$ cat config.mk
export PLATFORM = sky130hd
export DESIGN_NAME = uart_sample_scheduler
export DESIGN_NICKNAME = d
export VERILOG_FILES = /design/src/rtl/uart_sample_scheduler.sv
export SDC_FILE = /design/constraint.sdc
export NUM_CORES = 1
export LEC_CHECK = 0
export ABC_AREA = 1
export BUFFER_PORTS_ARGS = -buffer_cell sky130_fd_sc_hd__clkbuf_2
export CAP_MARGIN = 40
export CORE_MARGIN = 3
export CORE_UTILIZATION = 52
export DETAILED_ROUTE_END_ITERATION = 16
export GPL_ROUTABILITY_DRIVEN = 0
export MAX_ROUTING_LAYER = met4
export PLACE_DENSITY = 0.8
export SLEW_MARGIN = 25
export SYNTH_ARGS = -nofsm -noshare
export SYNTH_HDL_FRONTEND = slang
export SYNTH_SLANG_ARGS = --single-unit
$ cat constraint.sdc
create_clock -name clk_in -period 1.65 [get_ports clk_in]
set_input_delay 0.0825 -clock clk_in [delete_from_list [all_inputs] [get_ports clk_in]]
set_output_delay 0.0825 -clock clk_in [all_outputs]
set_load 0.05 [all_outputs]
$ cat src/rtl/uart_sample_scheduler.sv
// -----------------------------------------------------------------------------
// uart_sample_scheduler
//
// Puts audio samples onto the shared UART transmit path. Two requesters feed it:
// the beamformed single-channel stream (16 bit) and the raw dual-mic stream
// (32 bit). Only the requester that matches the active mode is captured. In
// dual mode, only every DECIMATE-th dual strobe is captured. One sample can be
// pending at a time; a newer capture overwrites it and bumps the drop counter.
// A one-cycle trigger starts the byte transmitter only when it is idle.
//
// Ports
//   clk_in          system clock (100 MHz)
//   rst_in          synchronous, active-high reset
//   enable_in       transmission enable; low blocks capture and flushes pending
//   mode_in         requested mode: 0 = single (16 bit), 1 = dual (32 bit)
//   single_data_in  single-stream sample, qualified by single_valid_in
//   single_valid_in one-cycle strobe
//   dual_data_in    {mic1[23:8], mic0[23:8]}, qualified by dual_valid_in
//   dual_valid_in   one-cycle strobe
//   tx_busy_in      busy flag of the selected transmitter
//   tx_data_out     word handed to the transmitter, held from trigger to trigger
//   tx_trigger_out  one-cycle start pulse
//   tx_sel_out      active mode; selects transmitter / byte count
//   drop_count_out  saturating count of overwritten samples
//   timeout_out     sticky; set when busy never rose after a trigger
//   fsm_state_out   current FSM state (0 idle, 1 wait busy, 2 wait done)
//
// Trigger/busy handshake: tx_trigger_out is a single-cycle request. The
// transmitter acknowledges by raising tx_busy_in within a few cycles and
// lowers it when the word is sent. A new trigger is issued only after busy
// has risen and fallen, or after BUSY_TIMEOUT cycles pass without busy rising.
// -----------------------------------------------------------------------------
module uart_sample_scheduler #(
   parameter int unsigned DECIMATE     = 2,
   parameter int unsigned BUSY_TIMEOUT = 8,
   parameter int unsigned DROP_W       = 16
) (
   input  logic              clk_in,
   input  logic              rst_in,
   input  logic              enable_in,
   input  logic              mode_in,
   input  logic [15:0]       single_data_in,
   input  logic              single_valid_in,
   input  logic [31:0]       dual_data_in,
   input  logic              dual_valid_in,
   input  logic              tx_busy_in,
   output logic [31:0]       tx_data_out,
   output logic              tx_trigger_out,
   output logic              tx_sel_out,
   output logic [DROP_W-1:0] drop_count_out,
   output logic              timeout_out,
   output logic [1:0]        fsm_state_out
);

   localparam logic [3:0]        PHASE_LAST = 4'(DECIMATE - 1);
   localparam logic [7:0]        WAIT_LAST  = 8'(BUSY_TIMEOUT - 1);
   localparam logic [DROP_W-1:0] DROP_MAX   = '1;

   typedef enum logic [1:0] {
      ST_IDLE      = 2'd0,
      ST_WAIT_BUSY = 2'd1,
      ST_WAIT_DONE = 2'd2
   } state_t;

   state_t      state_q;
   state_t      state_d;
   logic        active_mode_q;
   logic        pend_valid_q;
   logic [31:0] pend_data_q;
   logic [3:0]  phase_q;
   logic [7:0]  wait_cnt_q;

   logic        mode_mismatch;
   logic        dual_accept;
   logic        capture;
   logic [31:0] capture_data;
   logic        consume;
   logic        timeout_hit;

   // A pending mode change freezes the requesters until the FSM is idle and
   // the new mode can be latched.
   assign mode_mismatch = (mode_in != active_mode_q);

   // The phase counter follows dual strobes regardless of enable_in, so the
   // decimation pattern does not slip while transmission is paused.
   assign dual_accept = active_mode_q && dual_valid_in && !mode_mismatch;

   always_comb begin
      capture      = 1'b0;
      capture_data = {16'h0000, single_data_in};
      if (enable_in && !mode_mismatch) begin
         if (active_mode_q) begin
            capture      = dual_valid_in && (phase_q == PHASE_LAST);
            capture_data = dual_data_in;
         end else begin
            capture = single_valid_in;
         end
      end
   end

   always_comb begin
      state_d     = state_q;
      consume     = 1'b0;
      timeout_hit = 1'b0;
      case (state_q)
         ST_IDLE: begin
            if (pend_valid_q && enable_in && !tx_busy_in && !mode_mismatch) begin
               consume = 1'b1;
               state_d = ST_WAIT_BUSY;
            end
         end
         ST_WAIT_BUSY: begin
            if (tx_busy_in) begin
               state_d = ST_WAIT_DONE;
            end else if (wait_cnt_q == WAIT_LAST) begin
               timeout_hit = 1'b1;
               state_d     = ST_IDLE;
            end
         end
         ST_WAIT_DONE: begin
            if (!tx_busy_in) begin
               state_d = ST_IDLE;
            end
         end
         default: state_d = ST_IDLE;
      endcase
   end

   always_ff @(posedge clk_in) begin
      if (rst_in) begin
         state_q        <= ST_IDLE;
         active_mode_q  <= 1'b0;
         pend_valid_q   <= 1'b0;
         pend_data_q    <= '0;
         phase_q        <= '0;
         wait_cnt_q     <= '0;
         tx_data_out    <= '0;
         tx_trigger_out <= 1'b0;
         drop_count_out <= '0;
         timeout_out    <= 1'b0;
      end else begin
         state_q        <= state_d;
         tx_trigger_out <= consume;
         if (consume) begin
            tx_data_out <= pend_data_q;
         end

         // Counts cycles spent in WAIT_BUSY; zero on entry because the
         // previous state always clears it.
         if (state_q == ST_WAIT_BUSY) begin
            wait_cnt_q <= wait_cnt_q + 1'b1;
         end else begin
            wait_cnt_q <= '0;
         end

         if (timeout_hit) begin
            timeout_out <= 1'b1;
         end

         if ((state_q == ST_IDLE) && mode_mismatch) begin
            active_mode_q <= mode_in;
            phase_q       <= '0;
         end else if (dual_accept) begin
            phase_q <= (phase_q == PHASE_LAST) ? 4'd0 : phase_q + 1'b1;
         end

         // Pending slot. A capture in the cycle the slot is consumed simply
         // refills it; only a capture over an unconsumed entry is a drop.
         if (!enable_in || mode_mismatch) begin
            pend_valid_q <= 1'b0;
         end else if (capture) begin
            pend_valid_q <= 1'b1;
            pend_data_q  <= capture_data;
            if (pend_valid_q && !consume && (drop_count_out != DROP_MAX)) begin
               drop_count_out <= drop_count_out + 1'b1;
            end
         end else if (consume) begin
            pend_valid_q <= 1'b0;
         end
      end
   end

   assign tx_sel_out    = active_mode_q;
   assign fsm_state_out = state_q;

endmodule

# After elaboration in Yosys (flattened, before gate mapping)
# Cells that the tools add are included.
# word_totals
input_bits	55
register_bits	98
out_inout_bits	53
wordCells	64
# op_classes
muxes	17
n_eq_ne	9
addsub	3
n_reduce_logical	23
bitwise	2
# ops
op	n
two-way mux 32 bit	2
adder 16 x 1 -> 16 bit, second input constant	1
inequality test 16 bit, second input constant	1
logical AND 1 bit	10
two-way mux 1 bit	9
adder 8 x 1 -> 8 bit, second input constant	1
equality test 8 x 3 -> 1 bit, second input constant	1
two-way mux 2 bit	4
case mux 2 bit (3 select lines)	1
AND reduction 3 bit	2
OR reduction 2 bit	3
adder 4 x 1 -> 4 bit, second input constant	1
equality test 4 x 1 -> 1 bit, second input constant	1
logical NOT 1 bit	4
two-way mux 4 bit	1
inequality test 2 bit, second input constant	2
inequality test 3 bit, second input constant	1
equality test 2 x 1 -> 1 bit, second input constant	1
equality test 2 bit, second input constant	1
logical NOT 2 bit	1
NOT 1 bit	2
AND reduction 2 bit	1
nonzero test 2 bit	1
logical OR 1 bit	1
inequality test 1 bit	1

# Depth between registers and ports, before layout
# logic_depth
word_depth	9
mapped_depth	12
mapped_depth_nobuf	11

# Worst setup path after synthesis
# Ideal clock, no wire load.
# synth_timing
path_type	register -> register
start	register drop_count_out[0]
end	register drop_count_out[7]
path_buffers	2
t_arrival_ns	1.851
required_time_ns	1.533
period_less_slack_ns	1.968
path_stages_with_launch	11
setup_slack_ns	-0.318
setup_ns	0.117
cell_sequence	dfxtp_1 > ha_1 > nand2_2 > nor2_4 > nand2_2 > nor2_1 > nor2_1 > buf_6 > buf_6 > a21oi_1 > nor2_1
# synth_via
elab_chain_len	3
word_cells_on_any_way	4
cone_classes	add/sub: 1; eq/ne: 1; reduce/logical: 2
# synth_lines
element	line_no	text
start: declaration	50	output logic [DROP_W-1:0] drop_count_out,
start signal: assignment	175	drop_count_out <= drop_count_out + 1'b1;
branches (longest 3 deep; another with adder 16 x 1 -> 16 bit)	--	
# Several ways; the timed one is not identified.
# A chain may end at the register's enable or synchronous reset.

# Final worst setup path
# layout_timing
start	register drop_count_out[0]
end	register drop_count_out[12]
# Same word-level chain as after synthesis.

==> results.txt <==
----------------------------------------------------
[Detailed routing]
  Vias per inst ... 4.930
  Routed wire length ... a little under 10 mm
  DR vias ... 4003
  Wire length per cell after detailed routing ... 11.92 um
  DRC ... 0
  Drt first-iter violations ... 164
  Drt first pass iters ... 4
  Number of nets still failing antenna checks after routing ... 0

[Synthesis]
  Synthesis-stage register bit count ... 98
  Largest cells by area after synthesis ... dfxtp_1 (47%), nand2_1 (11%), a21oi_1 (8.6%), nor2_1 (7.9%), o21ai_0 (6.3%)
  Synth top cells by count ... nand2_1 (121), dfxtp_1 (98), nor2_1 (87)
  Number of synthesized flops with an enable pin ... 0
  Cell count after synthesis ... 586
  Library cell with the highest instance count after synthesis ... nand2_1
  Sequential element share of the synthesized area ... 0.4726
  Library cells used by synthesis ... 26
  Total standard cell area after synthesis ... 4151 um^2
  Synthesized netlist net count ... 643
  Top cell type by total area after synthesis ... dfxtp_1
  Async set-reset flop share out of synthesis ... 0
  Average footprint of a synthesized cell ... 7.084 um^2
  Area share of the largest cell type after synthesis ... 0.4726
  Yosys warnings ... 0
  Dominant synthesized flop cell ... dfxtp_1

[Clocking]
  Master cell of the clock root buffer ... clkbuf_8
  H-Tree Level Count ... 3
  Register clock-pin slew on the reported worst setup and hold paths ... 100 ps
  Clk sinks ... 98
  Insertion delay to the later sink of the worst-skew pair ... approximately 360 ps
  Maximum clock insertion buffer count ... 2
  Clock tree from TritonCTS ... done
  Cts bufs inserted ... 9

[STA]
  Post-route setup TNS ... 0 ps
  Setup repair after global routing missed its margin ... false
  Total count of max-transition violations in the final report ... 0
  Slew at the pin closest to its max-slew limit ... 451.5 ps
  Final count of hold timing violations ... 0
  Worst relative slew slack ... 0.6958
  Worst clock skew ... 12.05 ps
  Final worst path period need ... 1513 ps
  Final cycle utilization of the critical path ... 0.9170
  Final setup viols ... 0
  Maximum clock frequency ... roughly 660 MHz

[Global routing]
  Grt total ovfl ... 0
  Vias in the first global route ... 3604
  First-pass GRT wire length ... 15.83 mm
  Maximum number of pins on one net before global-route repair ... 42
  Total track usage ... 0.2250
  Antenna violations before repair ... 0

[Critical path]
  Cell type group with the largest total delay on the critical path ... simple AND/OR/NAND/NOR gates
  Critical path depth in cells ... 10
  Kind of end point of the critical path ... flop
  CP Data Required Time ... 1900 ps
  Crit path top cell by count ... nor2_1
  R2R depth ... 10
  Cell with the largest stage delay on the worst path ... dfxtp_4
  Maximum fanout along the worst path ... 20
  Worst Setup Start Kind ... flop
  Critical R2R Capture ... drop_count_out[12]
  Buffers and inverters on the worst path ... 1
  Stage delay of the slowest cell on the critical path ... about 360 ps
  Cell Chain, Critical Path ... ha_2, nand2_2, nor2_4, nand2_2, nor2_1, nor2_1, buf_4, nand3_1, nand2_1, nor2_1
  Reg-to-Reg Start ... drop_count_out[0]
  Arrival time reported for the critical path endpoint ... 1760 ps
  Worst reg2reg setup slack ... 140 ps
  Critical setup path kind ... reg -> reg

[Placed design]
  Port bufs ... 107
  Placed insts ... 778
  HPWL after DPL ... 6.780 mm

[Finish]
  Number of antenna diodes ... 0
  Layout Cells excl Fill ... roughly 810
  Total of fill cells in the finished design ... roughly 640
  Layout cell share with drive strength beyond 1 ... 0.2342
  Area Growth Syn to Fin ... 25.20%
  Number of nets in the layout ... 765

[Floorplan]
  Full die area ... 9092 um^2
  Horiz. Die Dim ... 95.35 um
  Initial cell density of the core ... 0.5546
  Site Rows ... 31
  I/O pin total ... 108
  Core region area ... 7486 um^2
  DIE HEIGHT ... 95.35 um

[Status]
  Run status ... complete, no violations

[Min path]
  Min-Delay Path Class ... in -> reg
  Number of cells on the worst hold path ... 5
  Endpoint of the worst hold-timing path ... pend_data_q[7]
  Start point of the worst min-delay path ... dual_data_in[7]

[Pwr]
  Worst supply voltage drop on vdd ... approximately 430 uV
  Leakage component of the power ... about 2.2 nW
  Power density of the placed cells ... 814.5 nW/um^2

[Run]
  Number of maximum-capacitance violations ... 0

----------------------------------------------------
-- worst reg2reg max path: cells and delay by family (launching register included) --
| family | cells | cell delay (ps) |
|---|---|---|
| simple gates | 8 | 600 |
| flops | 1 | 360 |
| fa+ha+maj | 1 | 200 |
| buf+inv | 1 | 260 |
-- worst max-delay path by stage --
| stage | start | to |
|---|---|---|
| floorplan | drop_count_out[0] | drop_count_out[12] |
| global placement | drop_count_out[0] | drop_count_out[4] |
| detailed placement | drop_count_out[0] | drop_count_out[4] |
| CTS | drop_count_out[0] | drop_count_out[4] |
| global route | drop_count_out[0] | drop_count_out[8] |
| finish | drop_count_out[0] | drop_count_out[12] |
-- cells in the final DEF (no fill, tap or decap), drive strengths merged --
cell type,Yosys,layout
a211oi,1,1
a21oi,71,71
buf,17,17
clkbuf,14,117
clkinv,0,5
dfxtp,98,98
dlygate4sd3,0,18
ha,2,2
inv,59,60
nand2,125,125
nand3,40,40
nand3b,1,1
nand4,3,3
nor2,89,89
nor3,3,3
nor3b,4,4
o21ai,52,52
o21bai,1,1
or2,1,1
xnor2,1,1
xor2,4,4
-- sequential cells by signal, summed over array words and instances (netlist names), 2 cells and up --
signal / count
phase_q: 4
tx_data_out: 32
fsm_state_out: 2
pend_data_q: 32
drop_count_out: 16
wait_cnt_q: 8
-- cell families after synthesis --
kind of cell	after synthesis	synth area share
flops	98	0.4726
xor+xnor	5	0.01055
compound gates	125	0.1519
buf+inv	90	0.09132
simple gates	266	0.2676
fa+ha+maj	2	0.006027
-- what timing repair did --
| action | CTS | global route |
|---|---|---|
| hold buffers | 18 | 0 |
| setup endpoints to repair | 0 | 1 |
| endpoints found under the hold margin | 18 | 0 |
| buffers inserted | 0 | 0 |
| resized for setup | 0 | 1 |
-- per-stage QoR --
| stage | setup slack [ps] | hold WS [ps] | utilization | area (um^2) | total power [mW] |
|---|---|---|---|---|---|
| 4_1_cts | 122.5 | 52.58 | 0.6940 | 5195 | 4.265 |
| 3_5_place_dp | 155.5 | 340.6 | 0.6435 | 4817 | 2.762 |
| 6_report | 136.9 | 56.37 | 0.6943 | 5197 | 4.234 |
| 2_1_floorplan | 0.03708 | 160.0 | - | 4175 | 2.643 |
| 5_1_grt | 9.508 | 78.62 | 0.6943 | 5197 | 4.423 |
| 3_3_place_gp | 219.8 | 333.5 | 0.6435 | 4817 | 2.755 |
-- cell type report --
type | instances | area, um^2 | area share
clock buffer | 10 | 137.6 | 0.02648
clock inverter | 6 | 60.06 | 0.01156
inverter | 59 | 221.5 | 0.04261
multi-input combinational | 398 | 1813 | 0.3488
sequential | 98 | 1986 | 0.3820
tap | 99 | 123.9 | 0.02383
timing repair buffer | 142 | 855.8 | 0.1647
-- per-layer routing --
metal	wire length (um)	global-route usage	part of all wire
met1	4267	0.2726	0.44
met2	4908	0.3848	0.51
met3	412	0.04025	0.043
met4	89	0.06130	0.0092
met5	0	-	0
-- report_power, final --
part / leakage [nW] / internal [mW] / switching, mW / total, mW
combinational: 1.32 / 0.146 / 0.193 / 0.338
clock: 0.100 / 0.621 / 0.871 / 1.49
sequential: 0.799 / 2.39 / 0.0154 / 2.40
total: 2.22 / 3.15 / 1.08 / 4.23
(Power assumes the default switching activity.)
